===== src/rtl/clmul_seq.sv =====
`default_nettype none
// ============================================================================
//  Module      : clmul_seq
//  Description : Sequential carry-less (GF(2)) multiplier with a side
//                incrementer. Each transaction produces
//                  {u_hi, u}   = x * y  (polynomial product, 2*WIDTH-1 bits)
//                  {w_cout, w} = y + z  (ordinary integer add)
//                The product is built by shift-and-XOR, one multiplier bit
//                per clock, behind valid/ready handshakes on both sides.
//  Revision    : 1.0 - initial release
// ----------------------------------------------------------------------------
//  Parameters
//    WIDTH       operand width, 2..32
//    EARLY_EXIT  1 = stop as soon as the unprocessed multiplier bits are zero
//  Ports
//    clk         clock, rising edge
//    rst_n       asynchronous reset, active low
//    in_valid    operand set valid
//    in_ready    block can accept operands (IDLE only)
//    op          0 = multiply + increment, 1 = increment only
//    x           multiplicand
//    y           multiplier and addend
//    z           increment / carry-in
//    out_valid   results valid (DONE only)
//    out_ready   consumer accepts results
//    u           product bits [WIDTH-1:0]
//    u_hi        product bits [2*WIDTH-2:WIDTH]
//    w           (y + z) mod 2^WIDTH
//    w_cout      carry out of y + z
// ============================================================================
module clmul_seq #(
    parameter int WIDTH      = 8,
    parameter int EARLY_EXIT = 0
) (
    input  logic             clk,
    input  logic             rst_n,
    input  logic             in_valid,
    output logic             in_ready,
    input  logic             op,
    input  logic [WIDTH-1:0] x,
    input  logic [WIDTH-1:0] y,
    input  logic             z,
    output logic             out_valid,
    input  logic             out_ready,
    output logic [WIDTH-1:0] u,
    output logic [WIDTH-2:0] u_hi,
    output logic [WIDTH-1:0] w,
    output logic             w_cout
);

    // Accumulator spans the full product degree range 0..2*WIDTH-2.
    localparam int              c_ACC_W    = 2 * WIDTH - 1;
    localparam int              c_IDX_W    = $clog2(WIDTH);
    localparam logic [c_IDX_W-1:0] c_LAST_IDX = c_IDX_W'(WIDTH - 1);
    localparam logic [c_IDX_W-1:0] c_ONE_IDX  = c_IDX_W'(1);

    typedef enum logic [1:0] {
        S_IDLE = 2'd0,
        S_RUN  = 2'd1,
        S_DONE = 2'd2
    } state_t;

    state_t               r_state;
    state_t               w_state_nxt;

    logic [WIDTH-1:0]     r_x;
    logic [WIDTH-1:0]     r_y;
    logic [c_ACC_W-1:0]   r_acc;
    logic [c_IDX_W-1:0]   r_i;
    logic [WIDTH-1:0]     r_w;
    logic                 r_w_cout;

    logic [c_ACC_W-1:0]   w_x_in_ext;
    logic [c_ACC_W-1:0]   w_x_reg_ext;
    logic [c_ACC_W-1:0]   w_pp;
    logic                 w_in_rest_zero;
    logic                 w_run_rest_zero;
    logic                 w_run_last;
    logic [WIDTH:0]       w_sum;

    // ------------------------------------------------------------------------
    // Combinational datapath helpers
    // ------------------------------------------------------------------------
    assign w_x_in_ext  = {{(WIDTH-1){1'b0}}, x};
    assign w_x_reg_ext = {{(WIDTH-1){1'b0}}, r_x};

    // Partial product for the multiplier bit selected by r_i.
    assign w_pp = r_y[r_i] ? (w_x_reg_ext << r_i) : '0;

    // Bit 0 of the incoming multiplier is folded into the accept cycle, so
    // "rest zero" at accept means y[WIDTH-1:1] == 0.
    assign w_in_rest_zero  = ((y >> 1) == '0);

    // During RUN, r_i is the bit being processed now; the run may end when
    // no set bit remains above it, i.e. (r_y >> r_i) is 0 or 1.
    assign w_run_rest_zero = ((r_y >> r_i) <= WIDTH'(1));

    assign w_run_last = (r_i == c_LAST_IDX) ||
                        ((EARLY_EXIT != 0) && w_run_rest_zero);

    assign w_sum = {1'b0, y} + {{WIDTH{1'b0}}, z};

    // ------------------------------------------------------------------------
    // FSM: state register
    // ------------------------------------------------------------------------
    always_ff @(posedge clk or negedge rst_n) begin
        if (!rst_n) begin
            r_state <= S_IDLE;
        end else begin
            r_state <= w_state_nxt;
        end
    end

    // ------------------------------------------------------------------------
    // FSM: next state and handshake outputs
    // ------------------------------------------------------------------------
    always_comb begin
        w_state_nxt = r_state;
        in_ready    = 1'b0;
        out_valid   = 1'b0;
        case (r_state)
            S_IDLE: begin
                in_ready = 1'b1;
                if (in_valid) begin
                    if (op) begin
                        w_state_nxt = S_DONE;
                    end else if ((EARLY_EXIT != 0) && w_in_rest_zero) begin
                        w_state_nxt = S_DONE;
                    end else begin
                        w_state_nxt = S_RUN;
                    end
                end
            end
            S_RUN: begin
                if (w_run_last) begin
                    w_state_nxt = S_DONE;
                end
            end
            S_DONE: begin
                out_valid = 1'b1;
                if (out_ready) begin
                    w_state_nxt = S_IDLE;
                end
            end
            default: begin
                w_state_nxt = S_IDLE;
            end
        endcase
    end

    // ------------------------------------------------------------------------
    // Datapath registers
    //   The accept cycle already applies multiplier bit 0 (straight from the
    //   y input), so RUN only walks bits 1..WIDTH-1. This makes a full
    //   multiply take WIDTH cycles from accept to out_valid, and lets an
    //   early exit on y <= 1 finish as fast as the bypass path.
    //   op only steers the FSM at accept time, so it is not stored.
    // ------------------------------------------------------------------------
    always_ff @(posedge clk or negedge rst_n) begin
        if (!rst_n) begin
            r_x      <= '0;
            r_y      <= '0;
            r_acc    <= '0;
            r_i      <= '0;
            r_w      <= '0;
            r_w_cout <= 1'b0;
        end else begin
            case (r_state)
                S_IDLE: begin
                    if (in_valid) begin
                        r_x                <= x;
                        r_y                <= y;
                        {r_w_cout, r_w}    <= w_sum;
                        if (op) begin
                            r_acc <= '0;
                            r_i   <= '0;
                        end else begin
                            r_acc <= y[0] ? w_x_in_ext : '0;
                            r_i   <= c_ONE_IDX;
                        end
                    end
                end
                S_RUN: begin
                    r_acc <= r_acc ^ w_pp;
                    r_i   <= r_i + c_ONE_IDX;
                end
                default: begin
                    // DONE: everything held so outputs are stable under
                    // backpressure.
                end
            endcase
        end
    end

    // ------------------------------------------------------------------------
    // Outputs
    // ------------------------------------------------------------------------
    assign u      = r_acc[WIDTH-1:0];
    assign u_hi   = r_acc[c_ACC_W-1:WIDTH];
    assign w      = r_w;
    assign w_cout = r_w_cout;

endmodule
`default_nettype wire


===== config.mk =====
export PLATFORM = sky130hd
export DESIGN_NAME = clmul_seq
export DESIGN_NICKNAME = d
export VERILOG_FILES = /design/src/rtl/clmul_seq.sv
export SDC_FILE = /design/constraint.sdc
export NUM_CORES = 1
export LEC_CHECK = 0
export BUFFER_PORTS_ARGS = -buffer_cell sky130_fd_sc_hd__buf_2
export CAP_MARGIN = 20
export CELL_PAD_IN_SITES_DETAIL_PLACEMENT = 1
export CELL_PAD_IN_SITES_GLOBAL_PLACEMENT = 1
export CORE_MARGIN = 2
export CORE_UTILIZATION = 42
export DETAILED_ROUTE_END_ITERATION = 10
export MAX_ROUTING_LAYER = met4
export PLACE_DENSITY_LB_ADDON = 0.25
export SETUP_SLACK_MARGIN = 0.02
export SLEW_MARGIN = 25
export SYNTH_ARGS = -nofsm -noshare
export SYNTH_HDL_FRONTEND = slang
export SYNTH_SLANG_ARGS = --single-unit

===== constraint.sdc =====
create_clock -name clk -period 2.55 [get_ports clk]
set_input_delay 0.1275 -clock clk [delete_from_list [all_inputs] [get_ports clk]]
set_output_delay 0.1275 -clock clk [all_outputs]
set_load 0.02 [all_outputs]

# Word level (Yosys, flattened, before mapping)
# Cells that the tools add are included.
[totals]
latch_bits = 0
out_inout_bits = 26
memories = 0
mem_bits_rw = 0
elab_cells = 40
mem_bits_ro = 0
reg_bits = 45
[op_classes]
n_mux = 17
bitwise = 1
n_reduce_logical = 5
shift = 1
eq_ne = 6
div_mod_pow = 0
n_lt_le_gt_ge = 1
n_mul = 0
n_addsub = 2
[op_table]
columns = ["operator", "count"]
rows = [
  ["$mux 15", 2],
  ["$pmux 15 s2", 1],
  ["$mux 8", 2],
  ["$shl 8x3->15", 1],
  ["$xor 15x15->15", 1],
  ["$add 8x1->9", 1],
  ["$mux 2", 4],
  ["$ne 2x2->1 const B", 3],
  ["$pmux 2 s3", 1],
  ["$pmux 3 s2", 1],
  ["$lt 3x4->1 const B", 1],
  ["$mux 1", 4],
  ["$reduce_and 2->1", 2],
  ["$add 3x1->3 const B", 1],
  ["$bmux 1 s3", 1],
  ["$eq 3x3->1 const B", 1],
  ["$mux 3", 1],
  ["$reduce_and 3->1", 1],
  ["$eq 2x1->1 const B", 1],
  ["$eq 2x2->1 const B", 1],
  ["$logic_not 2->1", 1],
  ["$reduce_bool 2->1", 1],
]

# Longest topological paths before layout
# Gate-level depths: netlist (run 1).
[depth]
word_depth = 5
ltp_mapped = 7
depth_no_buf = 6

# Worst setup path before layout (run 1)
# No wires, ideal clock.
[synth_timing]
path_kind = "register to register"
start = "register r_state[1]"
end = "register r_acc[5]"
path_slack_ns = 0.690
arrival_ns = 1.734
required_time_ns = 2.424
period_less_slack_ns = 1.860
path_stages_with_launch = 7
n_path_buf = 1
cell_sequence = "dfrtp_1 -> buf_6 -> or4b_1 -> o32ai_2 -> nor3b_1 -> a2bb2oi_1 -> a211oi_2"
[synth_between]
elab_chain_len = 3
elab_cells_between_ends = 6
classes_between = "eq/ne: 2; mux: 1; reduce/logical: 3"
[synth_rtl]
columns = ["element", "line_no", "text"]
rows = [
  ["start, declared", "63", "state_t r_state;"],
  ["start signal, assigned", "110", "r_state <= w_state_nxt;"],
  ["$eq 2x1->1 / $logic_not 2->1 (equally long branches)", "168", "case (r_state)"],
  ["$reduce_bool 2->1 (no source line) / $ne 2x2->1 (equally long branches)", "n/a", ""],
  ["$reduce_and 2->1 (no source line)", "n/a", ""],
  ["end signal, assigned", "178", "r_acc <= y[0] ? w_x_in_ext : '0;"],
  ["end signal, assigned", "184", "r_acc <= r_acc ^ w_pp;"],
  ["end, declared", "68", "logic [c_ACC_W-1:0] r_acc;"],
]
# Parallel ways exist; a longest one is shown, timed or not.
# A chain may end at the register's enable or synchronous reset.

# Final worst setup path (run 1)
[layout_timing]
start = "register r_i[0]"
end = "register r_acc[5]"
[layout_between]
elab_chain_len = 5
elab_cells_between_ends = 6
classes_between = "shift: 1; mux: 4; bitwise: 1"
[layout_rtl]
columns = ["element", "line_no", "text"]
rows = [
  ["start, declared", "69", "logic [c_IDX_W-1:0] r_i;"],
  ["start signal, assigned", "179", "r_i <= c_ONE_IDX;"],
  ["start signal, assigned", "185", "r_i <= r_i + c_ONE_IDX;"],
  ["$bmux 1 s3", "88", "assign w_pp = r_y[r_i] ? (w_x_reg_ext << r_i) : '0;"],
  ["$mux 1 (implied by the code)", "88", ""],
  ["$mux 15 *", "88", ""],
  ["$xor 15x15->15 *", "184", ""],
  ["$pmux 15 s2 *", "168", ""],
]
# Every way passes the cells marked *; elsewhere a longest branch is shown, timed or not. The select of a mux whose other input is x is not followed.

==> impl_summary.log, run 1 <==
INFO  metric outcome = finished clean
INFO  metric fillCellCount = 718
INFO  metric drc = 0
INFO  metric synth.top_cells.by_area = sky130_fd_sc_hd__dfrtp_1 (43%), sky130_fd_sc_hd__nand2_1 (11%), sky130_fd_sc_hd__mux2i_1 (6.2%)
INFO  metric top_reg_cell_synth = sky130_fd_sc_hd__dfrtp_1
INFO  metric clkTransAtPathRegs = 0.10 ns
INFO  metric total_detailed_routing_wirelength = 7133 µm
INFO  metric crit_path_max_fanout = 9
INFO  metric vias_per_std_cell = 5.546
INFO  metric post_route_cells_drive_above_1_share = 23.88%
INFO  metric timing.setup.tns = 0 ns
INFO  metric diodes = 0
INFO  metric final_cells = 410
INFO  metric drt_pre_antenna_iters = 4
INFO  metric track_usage = 23.51%
INFO  metric antenna_violating_nets_left = 0
INFO  metric setup-violations-final = 0
INFO  metric yosys.cell_count.top_type = sky130_fd_sc_hd__nand2_1
INFO  metric synthDominantAreaCellType = sky130_fd_sc_hd__dfrtp_1
INFO  metric ys_warn_count = 0
INFO  metric postLayoutCellArea = 0.003058 mm²
INFO  metric first_global_vias = 2272
INFO  metric clock_latency = 0.31 ns
INFO  metric critPathCaptureType = flip-flop
INFO  metric hold_violations = 0
INFO  metric postSynthCellCount = 285
INFO  metric detailed_place_hpwl = 5301 µm
INFO  metric synth_seq_cells = 45
INFO  metric detailed_router_s_first_iteration_violation_count = 109
INFO  metric grt_max_degree = 36
INFO  metric chipHeight = 82.59 µm
INFO  metric vdd_ir_drop_max = 0.5166 mV
INFO  metric final_net_count = 360
INFO  metric setup.worst_path.start_class = flip-flop
INFO  metric synth_largest_type_area_fraction = 43.42%
INFO  metric power_per_cell_area = 1232 mW/mm²
INFO  metric total_power = 0.003767 W
INFO  metric maxSlewHeadroom = 59.70%
INFO  metric routabilityCongestion = 0.8399
INFO  metric fin_worst_skew = 0.008995 ns
INFO  metric utilization = 51.34%
INFO  metric crit_required = 2.79 ns
INFO  metric cts_tree = yes
INFO  metric antenna_found_initial = 0
INFO  metric cellLeakagePower = 1.461 nW
INFO  metric timing_max_transition_violations_final = 0
INFO  metric area_growth = 17.90%
INFO  metric crit_start = r_i[0]
INFO  metric clock_h_tree_levels = 2
INFO  metric dp_cells = 401
INFO  metric netlist_top_cells_count = sky130_fd_sc_hd__nand2_1 (76), sky130_fd_sc_hd__dfrtp_1 (45), sky130_fd_sc_hd__a21oi_1 (16), sky130_fd_sc_hd__mux2i_1 (16), sky130_fd_sc_hd__nor2_1 (13)
INFO  metric port_buffers = 47
INFO  metric synthDistinctLibCells = 47
INFO  metric initial_core_utilization = 43.55%
INFO  metric i_o_pins = 48
INFO  metric core_area = 0.005956 mm²
INFO  metric root_buffer = sky130_fd_sc_hd__clkbuf_8
INFO  metric worst_hold_startpoint = x[3]
INFO  metric synth_fp_nets = 311
INFO  metric clockBufferDepth = 2
INFO  metric tmin_final = 1.996 ns
INFO  metric row_count = 28
INFO  metric die-area = 0.006820 mm²
INFO  metric reg2reg_from = r_i[0]
INFO  metric worst_pin_slew = 0.6018 ns
INFO  metric cts.sink_count = 45
INFO  metric max_cap_viol_count = 0
INFO  metric post-route-period-util = 78.27%
INFO  metric hold_class = input pin to flip-flop
INFO  metric wl_per_cell = 17.40 µm
INFO  metric setup_repair_after_global_routing_missed_its_margin = no
INFO  metric timing.setup.critical_path_class = flip-flop to flip-flop
INFO  metric global_route_wire_length_before_repair = 11660 µm
INFO  metric synth_area_per_cell = 9.101 µm²
INFO  metric globalRouteOverflowTotal = 0
INFO  metric dpl-instance-area = 0.002933 mm²
INFO  metric yosysSeqAreaShare = 43.42%
INFO  metric cp_data_arrival_time = 2.23 ns
INFO  metric numCtsBuffers = 5
INFO  metric synth_enable_flop_cells = 0
INFO  metric die_width = 82.59 µm
INFO  metric syn-cell-area = 0.002594 mm²
INFO  metric postSynth.asyncResetShare = 100.0%
INFO  metric vias = 2274
INFO  metric max_freq = 0.5010 GHz
## logic make-up after synthesis
kind of cell | after synthesis | synth area share, %
and+or+nand+nor | 126 | 21.90
AOI/OAI and AO/OA | 61 | 16.11
DFF | 45 | 43.42
muxes | 24 | 10.95
buffers and inverters | 19 | 3.667
xor gates and xnor gates | 6 | 2.026
adders and majority gates | 4 | 1.930
## power by group
group          internal, W  switching [W]  total (W)  leakage [nW]
sequential        0.000998       0.000289    0.00129         0.575
clock             0.000294       0.000275   0.000568        0.0543
combinational     0.000772        0.00114    0.00191         0.831
total              0.00206        0.00170    0.00377          1.46
## through the flow
stage               hold WS (ns)  setup WS (ns)
global placement          0.3648         0.6479
finish                   0.04351         0.5540
floorplan                -0.1681         0.6901
CTS                      0.04043         0.5462
detailed placement       0.09004         0.5520
global route             0.05131         0.3995
## registers in the layout, summed over array words and instances (netlist names)
name and cells:
r_x 8, w_cout 1, r_y 8, r_state 2
r_acc 15, r_i 3, w 8
## critical path, stage by stage, from the launching register on
cell and delay [ns]:
sky130_fd_sc_hd__dfrtp_1 0.52, sky130_fd_sc_hd__mux4_2 0.60, sky130_fd_sc_hd__and3_4 0.24, sky130_fd_sc_hd__a31o_1 0.22, sky130_fd_sc_hd__a2bb2oi_1 0.14, sky130_fd_sc_hd__a211oi_2 0.21
## metal layers
layer	global-route usage [%]	share of wire (%)	wire length, µm
met5	-	0	0
met4	5.738	1.4	97
met3	3.804	4.3	307
met2	38.31	48	3431
met1	30.81	46	3297
## cells in the final DEF, fill, tap and decap left out, drive strengths merged, types with 2 or more instances in the layout
cell and instances:
nand2 76, buf 58, dfrtp 45, a21oi 16, mux2i 16, nor2 13
nand3 12, o21ai 12, a31oi 9, nor2b 7, a22o 6, mux2 5
clkbuf 5, nand2b 4, nor3b 4, ha 4, mux4 3, xor2 3
xnor2 3, a211oi 3, nand4 2, o211ai 2, o31ai 2, inv 2
a2bb2oi 2, and3 2, or2 2
## what timing repair did
| action | CTS | global route |
|---|---|---|
| hold endpoints to repair | 16 | 0 |
| hold buffers | 1 | 0 |
| gates resized for setup | 0 | 0 |
| buffers inserted | 0 | 0 |
## layout make-up
| class | count | area [µm²] | area share, % |
|---|---|---|---|
| Clock buffer | 5 | 68.82 | 2.250 |
| Clock inverter | 3 | 46.29 | 1.514 |
| Inverter | 2 | 7.507 | 0.2455 |
| Multi-Input combinational cell | 221 | 1375 | 44.97 |
| Sequential cell | 45 | 1126 | 36.82 |
| Tap cell | 75 | 93.84 | 3.069 |
| Timing Repair Buffer | 59 | 340.3 | 11.13 |
## path summary, 6_finish.rpt
| path | endpoint | slack [ns] | depth (start not counted) |
|---|---|---|---|
| max | r_acc[5] | 0.55 | 5 |
| min | r_x[3] | 0.04 | 3 |
| max reg2reg | r_acc[5] | 0.55 | 5 |
| min reg2reg | r_acc[11] | 0.48 | 1 |
| max in group asynchronous | r_y[1] | 1.76 | 3 |
| min in group asynchronous | r_acc[7] | 0.28 | 2 |
(Power assumes the default switching activity.)
==> run 2: changes to the inputs <==
Settings changed: CORE_UTILIZATION 42 to 38.
Clock period 2.55 ns to 1.8 ns, I/O delays scaled along.
==> impl_summary.log, run 2 (synthesis results as in run 1) <==
INFO  metric outcome = complete, but fails checks
INFO  metric violations_in_the_final_reports = negative setup slack
INFO  metric crit_start = r_i[1]
INFO  metric detailed_router_s_first_iteration_violation_count = 74 (-32%)
INFO  metric fin_worst_skew = 0.01272 ns (+0.003727 ns)
INFO  metric clockBufferDepth = 2 (unchanged)
INFO  metric routabilityCongestion = 0.9339 (+11%)
INFO  metric final_critical_path_setup_slack = -0.02841 ns (-0.5824 ns)
INFO  metric port_buffers = 47 (unchanged)
INFO  metric cellLeakagePower = 1.618 nW (+11%)
INFO  metric vias_per_std_cell = 5.471 (-1.4%)
INFO  metric fillCellCount = 810 (+13%)
INFO  metric total_switching_power = 0.002841 W (+67%)
INFO  metric worst_pin_slew = 0.3848 ns (-0.2170 ns)
INFO  metric hold_violations = 0 (unchanged)
INFO  metric reg2reg_from = r_i[1]
INFO  metric post_route_cells_drive_above_1_share = 36.13% (+12 points)
INFO  metric clkTransAtPathRegs = 0.09 ns (about the same)
INFO  metric total_detailed_routing_wirelength = 8048 µm (+13%)
INFO  metric cp_data_arrival_time = 2.09 ns (-0.14 ns)
INFO  metric drc = 0 (unchanged)
INFO  metric power_switching_share = 44.87% (-0.34 points)
INFO  metric setup.worst_path.start_class = flip-flop
INFO  metric antenna_violating_nets_left = 0 (unchanged)
INFO  metric hold-path-cell-count = 3 (unchanged)
INFO  metric globalRouteOverflowTotal = 0 (unchanged)
INFO  metric die-area = 0.007502 mm² (+10%)
INFO  metric timing.setup.critical_path_class = flip-flop to flip-flop
INFO  metric i_o_pins = 48 (unchanged)
INFO  metric cell_depth_of_the_worst_flop_to_flop_path = 8 (+3)
INFO  metric postLayoutCellArea = 0.003446 mm² (+13%)
INFO  metric vias = 2391 (+5.1%)
INFO  metric initial_core_utilization = 38.82% (-4.7 points)
INFO  metric chipHeight = 86.62 µm (+4.9%)
INFO  metric root_buffer = sky130_fd_sc_hd__clkbuf_8
INFO  metric max_flop_register = r_acc
INFO  metric core_area = 0.006681 mm² (+12%)
INFO  metric crit_path_max_fanout = 8 (-1)
INFO  metric power_frac_seq = 28.8% (-5.3 points)
INFO  metric most_common_cell_after_layout_fill_and_taps_aside = sky130_fd_sc_hd__nand2_1
INFO  metric die_width = 86.62 µm (+4.9%)
INFO  metric drt_pre_antenna_iters = 4 (unchanged)
INFO  metric layout.cells.most_common_list = sky130_fd_sc_hd__nand2_1 (76), sky130_fd_sc_hd__buf_2 (47), sky130_fd_sc_hd__dfrtp_1 (45), sky130_fd_sc_hd__buf_4 (26), sky130_fd_sc_hd__nor2_1 (13)
INFO  metric utilization = 51.57% (+0.23 points)
INFO  metric p_int = 0.003491 W (+69%)
INFO  metric vdd_ir_drop_max = 0.8187 mV (+58%)
INFO  metric post-route-period-util = 101.6% (+23 points)
INFO  metric maxSlewHeadroom = 74.35% (+15 points)
INFO  metric timing.hold.ws = 0.01201 ns (-0.03150 ns)
INFO  metric max_cap_viol_count = 0 (unchanged)
INFO  metric dpl-instance-area = 0.003088 mm² (+5.3%)
INFO  metric row_count = 30 (+7.1%)
INFO  metric setup-violations-final = 1 (+1)
INFO  metric grt_max_degree = 46 (+28%)
INFO  metric timing_max_transition_violations_final = 0 (unchanged)
INFO  metric area_growth = 32.85%
INFO  metric critPathCaptureType = flip-flop
INFO  metric setup_repair_after_global_routing_missed_its_margin = yes
INFO  metric clock_power_share = 12.8% (-2.3 points)
INFO  metric timing.setup.tns = -0.02841 ns (-0.02841 ns)
INFO  metric clock_h_tree_levels = 2 (unchanged)
INFO  metric tmin_final = 1.828 ns (-0.1676 ns)
INFO  metric combPwrFrac = 58.4% (+7.6 points)
INFO  metric hold_class = input pin to flip-flop
INFO  metric diodes = 0 (unchanged)
INFO  metric first_global_vias = 2434 (+7.1%)
INFO  metric final_net_count = 382 (+6.1%)
INFO  metric wl_per_cell = 18.42 µm (+5.9%)
INFO  metric clock_latency = 0.32 ns (about the same)
INFO  metric max_freq = 0.5469 GHz (+9.2%)
INFO  metric numCtsBuffers = 5 (unchanged)
INFO  metric power_per_cell_area = 1838 mW/mm² (+49%)
INFO  metric worst_hold_startpoint = x[4]
INFO  metric detailed_place_hpwl = 5661 µm (+6.8%)
INFO  metric cts_tree = yes
INFO  metric largest_register_ff_count = 15 (unchanged)
INFO  metric cts.sink_count = 45 (unchanged)
INFO  metric track_usage = 22.24% (-1.3 points)
INFO  metric post-place-ws = -0.08378 ns (-0.6358 ns)
INFO  metric antenna_found_initial = 0 (unchanged)
INFO  metric crit_required = 2.06 ns (-0.73 ns)
INFO  metric global_route_wire_length_before_repair = 12480 µm (+7.0%)
## run 2: changes by cell type in the layout (fill, tap and decap cells not counted), sizes merged
cell and delta:
clkbuf +1, buf +22, clkinvlp -1
## run 2: layout make-up
| type | instances | area [µm²] | area share, % |
|---|---|---|---|
| multi-input combinational | 221 | 1560 | 45.28 |
| clock inverter | 2 | 38.79 | 1.126 |
| clock buffer | 6 | 72.57 | 2.106 |
| inverter | 2 | 7.507 | 0.2179 |
| tap | 80 | 100.1 | 2.905 |
| timing repair buffer | 81 | 540.5 | 15.69 |
| sequential | 45 | 1126 | 32.68 |
## run 2: worst max-delay path: stages (launching register included)
cell and delay, ns:
sky130_fd_sc_hd__dfrtp_1 0.42, sky130_fd_sc_hd__buf_6 0.17, sky130_fd_sc_hd__buf_8 0.14, sky130_fd_sc_hd__mux2i_4 0.18
sky130_fd_sc_hd__mux2i_1 0.15, sky130_fd_sc_hd__buf_4 0.17, sky130_fd_sc_hd__inv_2 0.04, sky130_fd_sc_hd__o311ai_2 0.29
sky130_fd_sc_hd__o2111a_1 0.22
## run 2: worst paths after layout
check                                 end  slack (ns)
max in group asynchronous          r_y[4]        1.27
min in group asynchronous        r_acc[6]        0.28
worst min-delay path               r_x[4]        0.01
worst min register to register  r_acc[12]        0.48
worst max-delay path             r_acc[6]       -0.03
worst max register to register   r_acc[6]       -0.03
## run 2: metrics by stage
| step | total power (W) | std cells |
|---|---|---|
| after floorplan | 0.003713 | 285 |
| after global placement | 0.004766 | 422 |
| after detailed placement | 0.004898 | 422 |
| after CTS | 0.005816 | 431 |
| after global routing | 0.006714 | 437 |
| final | 0.006332 | 437 |
## run 2: timing repair
action	in CTS	in global routing
gates resized for setup	8	31
pin swaps	3	10
hold buffers	1	0
setup buffers	0	6
endpoints found under the setup margin	10	12
endpoints found under the hold margin	45	0
## run 2: power groups by stage
stage | clock network, W | registers, W | logic, W
3_3_place_gp | 0 | 0.00176 | 0.00300
2_1_floorplan | 0 | 0.00191 | 0.00180
5_1_grt | 0.000853 | 0.00188 | 0.00398
3_5_place_dp | 0 | 0.00179 | 0.00311
6_report | 0.000810 | 0.00183 | 0.00370
4_1_cts | 0.000821 | 0.00178 | 0.00321
## run 2: metal layers
metal | vias up | routed length [µm] | GRT usage (%) | share of wire (%)
li1 | 1147 | - | - | -
met1 | 1184 | 3744 | 30.34 | 47
met2 | 51 | 3987 | 34.97 | 50
met3 | 9 | 227 | 2.857 | 2.8
met4 | 0 | 89 | 6.250 | 1.1
met5 | - | 0 | - | 0
==> run 3: changes to the inputs <==
Settings changed: SETUP_SLACK_MARGIN 0.02 to 0.1.
==> impl_summary.log, run 3 (synthesis results as in run 1) <==
INFO  metric outcome = complete, but fails checks
INFO  metric violations_in_the_final_reports = negative setup slack
INFO  metric global_route_wire_length_before_repair = 13740 µm (+10%)
INFO  metric track_usage = 24.47% (+2.2 points)
INFO  metric clock_latency = 0.31 ns (about the same)
INFO  metric cts.sink_count = 45 (unchanged)
INFO  metric vias = 2435 (+1.8%)
INFO  metric cellLeakagePower = 1.620 nW (about the same)
INFO  metric root_buffer = sky130_fd_sc_hd__clkbuf_8
INFO  metric i_o_pins = 48 (unchanged)
INFO  metric worst_hold_startpoint = x[3]
INFO  metric setup.worst_path.start_class = flip-flop
INFO  metric cell_depth_of_the_worst_flop_to_flop_path = 6 (-2)
INFO  metric die-area = 0.007502 mm² (unchanged)
INFO  metric globalRouteOverflowTotal = 0 (unchanged)
INFO  metric numCtsBuffers = 5 (unchanged)
INFO  metric antenna_violating_nets_left = 0 (unchanged)
INFO  metric timing.setup.tns = -0.09419 ns (-0.06578 ns)
INFO  metric met3_wirelength = 357 µm (+57%)
INFO  metric post-route-period-util = 103.0% (+1.4 points)
INFO  metric total_detailed_routing_wirelength = 8486 µm (+5.4%)
INFO  metric largest_register_ff_count = 15 (unchanged)
INFO  metric power_per_cell_area = 1813 mW/mm² (-1.3%)
INFO  metric reg2reg_from = r_i[1]
INFO  metric vdd_ir_drop_max = 0.6609 mV (-19%)
INFO  metric top_layer = met4
INFO  metric max_freq = 0.5392 GHz (-1.4%)
INFO  metric core_area = 0.006681 mm² (unchanged)
INFO  metric total_power = 0.006154 W (-2.8%)
INFO  metric port_buffers = 47 (unchanged)
INFO  metric area_growth = 30.87%
INFO  metric drc = 0 (unchanged)
INFO  metric fillCellCount = 789 (-2.6%)
INFO  metric power_frac_seq = 30.0% (+1.2 points)
INFO  metric combPwrFrac = 59.1% (+0.7 points)
INFO  metric post_route_cells_drive_above_1_share = 34.82% (-1.3 points)
INFO  metric row_count = 30 (unchanged)
INFO  metric postLayoutCellArea = 0.003395 mm² (-1.5%)
INFO  metric critPathCaptureType = flip-flop
INFO  metric final_net_count = 384 (+0.52%)
INFO  metric grt_max_degree = 32 (-30%)
INFO  metric setup_repair_after_global_routing_missed_its_margin = yes
INFO  metric wl_per_cell = 19.33 µm (+5.0%)
INFO  metric total_switching_power = 0.002840 W (about the same)
INFO  metric timing_max_transition_violations_final = 0 (unchanged)
INFO  metric fin_worst_skew = 0.007559 ns (-0.005162 ns)
INFO  metric layout.cells.most_common_list = sky130_fd_sc_hd__nand2_1 (75), sky130_fd_sc_hd__buf_2 (48), sky130_fd_sc_hd__dfrtp_1 (43), sky130_fd_sc_hd__buf_4 (26), sky130_fd_sc_hd__a21oi_1 (16)
INFO  metric max_cap_viol_count = 0 (unchanged)
INFO  metric first_global_vias = 2703 (+11%)
INFO  metric final_critical_path_setup_slack = -0.05444 ns (-0.02603 ns)
INFO  metric hold_class = input pin to flip-flop
INFO  metric cp_data_arrival_time = 2.05 ns (-0.04 ns)
INFO  metric most_common_cell_after_layout_fill_and_taps_aside = sky130_fd_sc_hd__nand2_1
INFO  metric worst_hold_path.endpoint = r_x[3]
INFO  metric hold_violations = 0 (unchanged)
INFO  metric maxSlewHeadroom = 50.61% (-24 points)
INFO  metric detailed_router_s_first_iteration_violation_count = 153 (+110%)
INFO  metric met1_wire_length = 3692 µm (-1.4%)
INFO  metric dpl-instance-area = 0.003053 mm² (-1.1%)
INFO  metric power_switching_share = 46.15% (+1.3 points)
INFO  metric hold-path-cell-count = 3 (unchanged)
INFO  metric max_flop_register = r_acc
INFO  metric timing.rr.end = r_acc[9]
INFO  metric initial_core_utilization = 38.82% (unchanged)
INFO  metric detailed_place_hpwl = 5649 µm (-0.22%)
INFO  metric worst_pin_slew = 0.7409 ns (+0.3562 ns)
INFO  metric p_int = 0.003314 W (-5.1%)
INFO  metric setup-violations-final = 3 (+2)
INFO  metric cts_tree = yes
INFO  metric chipHeight = 86.62 µm (unchanged)
INFO  metric die_width = 86.62 µm (unchanged)
INFO  metric clock_power_share = 10.9% (-1.9 points)
INFO  metric timing.setup.critical_path_class = flip-flop to flip-flop
INFO  metric tmin_final = 1.854 ns (+0.02603 ns)
INFO  metric timing.hold.ws = 0.01537 ns (+0.003363 ns)
INFO  metric routabilityCongestion = 0.8689 (-7.0%)
INFO  metric wl_met2 = 4137 µm (+3.8%)
INFO  metric clkTransAtPathRegs = 0.09 ns (about the same)
INFO  metric clock_h_tree_levels = 2 (unchanged)
INFO  metric diodes = 0 (unchanged)
INFO  metric antenna_found_initial = 0 (unchanged)
INFO  metric crit_path_max_fanout = 6 (-2)
INFO  metric vias_per_std_cell = 5.547 (+1.4%)
INFO  metric drt_pre_antenna_iters = 4 (unchanged)
INFO  metric clockBufferDepth = 2 (unchanged)
INFO  metric setup.reg_to_reg.worst_slack = -0.05 ns (-0.03 ns)
INFO  metric crit_required = 1.99 ns (-0.07 ns)
==> run 3: area by class of cell <==
class / instances / area (µm²) / area share [%]
well taps: 80 / 100.1 / 2.949
clock buffers: 5 / 68.82 / 2.027
repair buffers: 83 / 546.8 / 16.11
inverters: 2 / 7.507 / 0.2212
flip-flops and latches: 45 / 1129 / 33.25
multi-input cells: 221 / 1521 / 44.82
clock inverters: 3 / 21.27 / 0.6266
==> run 3: worst max path at each step <==
stage	start	to	slack, ns	cells after the start
6_report	r_i[1]	r_acc[9]	-0.05	6
5_1_grt	r_i[1]	r_acc[9]	-0.11	6
4_1_cts	r_i[1]	r_acc[9]	0.001	6
3_5_place_dp	r_i[0]	r_acc[4]	-0.05	7
3_3_place_gp	r_state[1]	r_acc[4]	0.005	5
2_1_floorplan	r_state[1]	r_acc[5]	0.01	6
==> run 3: power by group through the flow <==
stage	Sequential (W)	Combinational (W)	Clock, W
global route	0.00190	0.00394	0.000728
detailed placement	0.00180	0.00303	0
floorplan	0.00191	0.00182	0
finish	0.00185	0.00364	0.000672
global placement	0.00178	0.00293	0
CTS	0.00181	0.00335	0.000694
==> run 3: through the flow <==
| stage | setup WS (ns) | std cells | util [%] |
|---|---|---|---|
| 2_1_floorplan | 0.01163 | 285 | - |
| 3_3_place_gp | 0.005070 | 420 | 45.69 |
| 3_5_place_dp | -0.05438 | 420 | 45.69 |
| 4_1_cts | 0.001313 | 435 | 49.36 |
| 5_1_grt | -0.1076 | 439 | 50.81 |
| 6_report | -0.05444 | 439 | 50.81 |
==> run 3: per-layer routing <==
metal	global-route usage, %	vias to the layer above
met4	10.23	0
met5	-	-
met3	3.524	29
li1	-	1149
met1	29.70	1177
met2	40.84	80
==> run 3: what timing repair did <==
item / 4_1_cts / 5_1_grt
setup endpoints to repair: 11 / 16
resized for setup: 25 / 15
setup buffers: 5 / 4
endpoints found under the hold margin: 30 / 0
hold buffers: 2 / 0
pin swaps: 6 / 4
==> run 3: worst max-delay path: stages, from the launching register on <==
cell,delay (ns)
sky130_fd_sc_hd__dfrtp_2,0.48
sky130_fd_sc_hd__buf_8,0.16
sky130_fd_sc_hd__mux2i_1,0.15
sky130_fd_sc_hd__mux2_4,0.32
sky130_fd_sc_hd__mux2_4,0.29
sky130_fd_sc_hd__o211ai_1,0.23
sky130_fd_sc_hd__o31ai_1,0.11
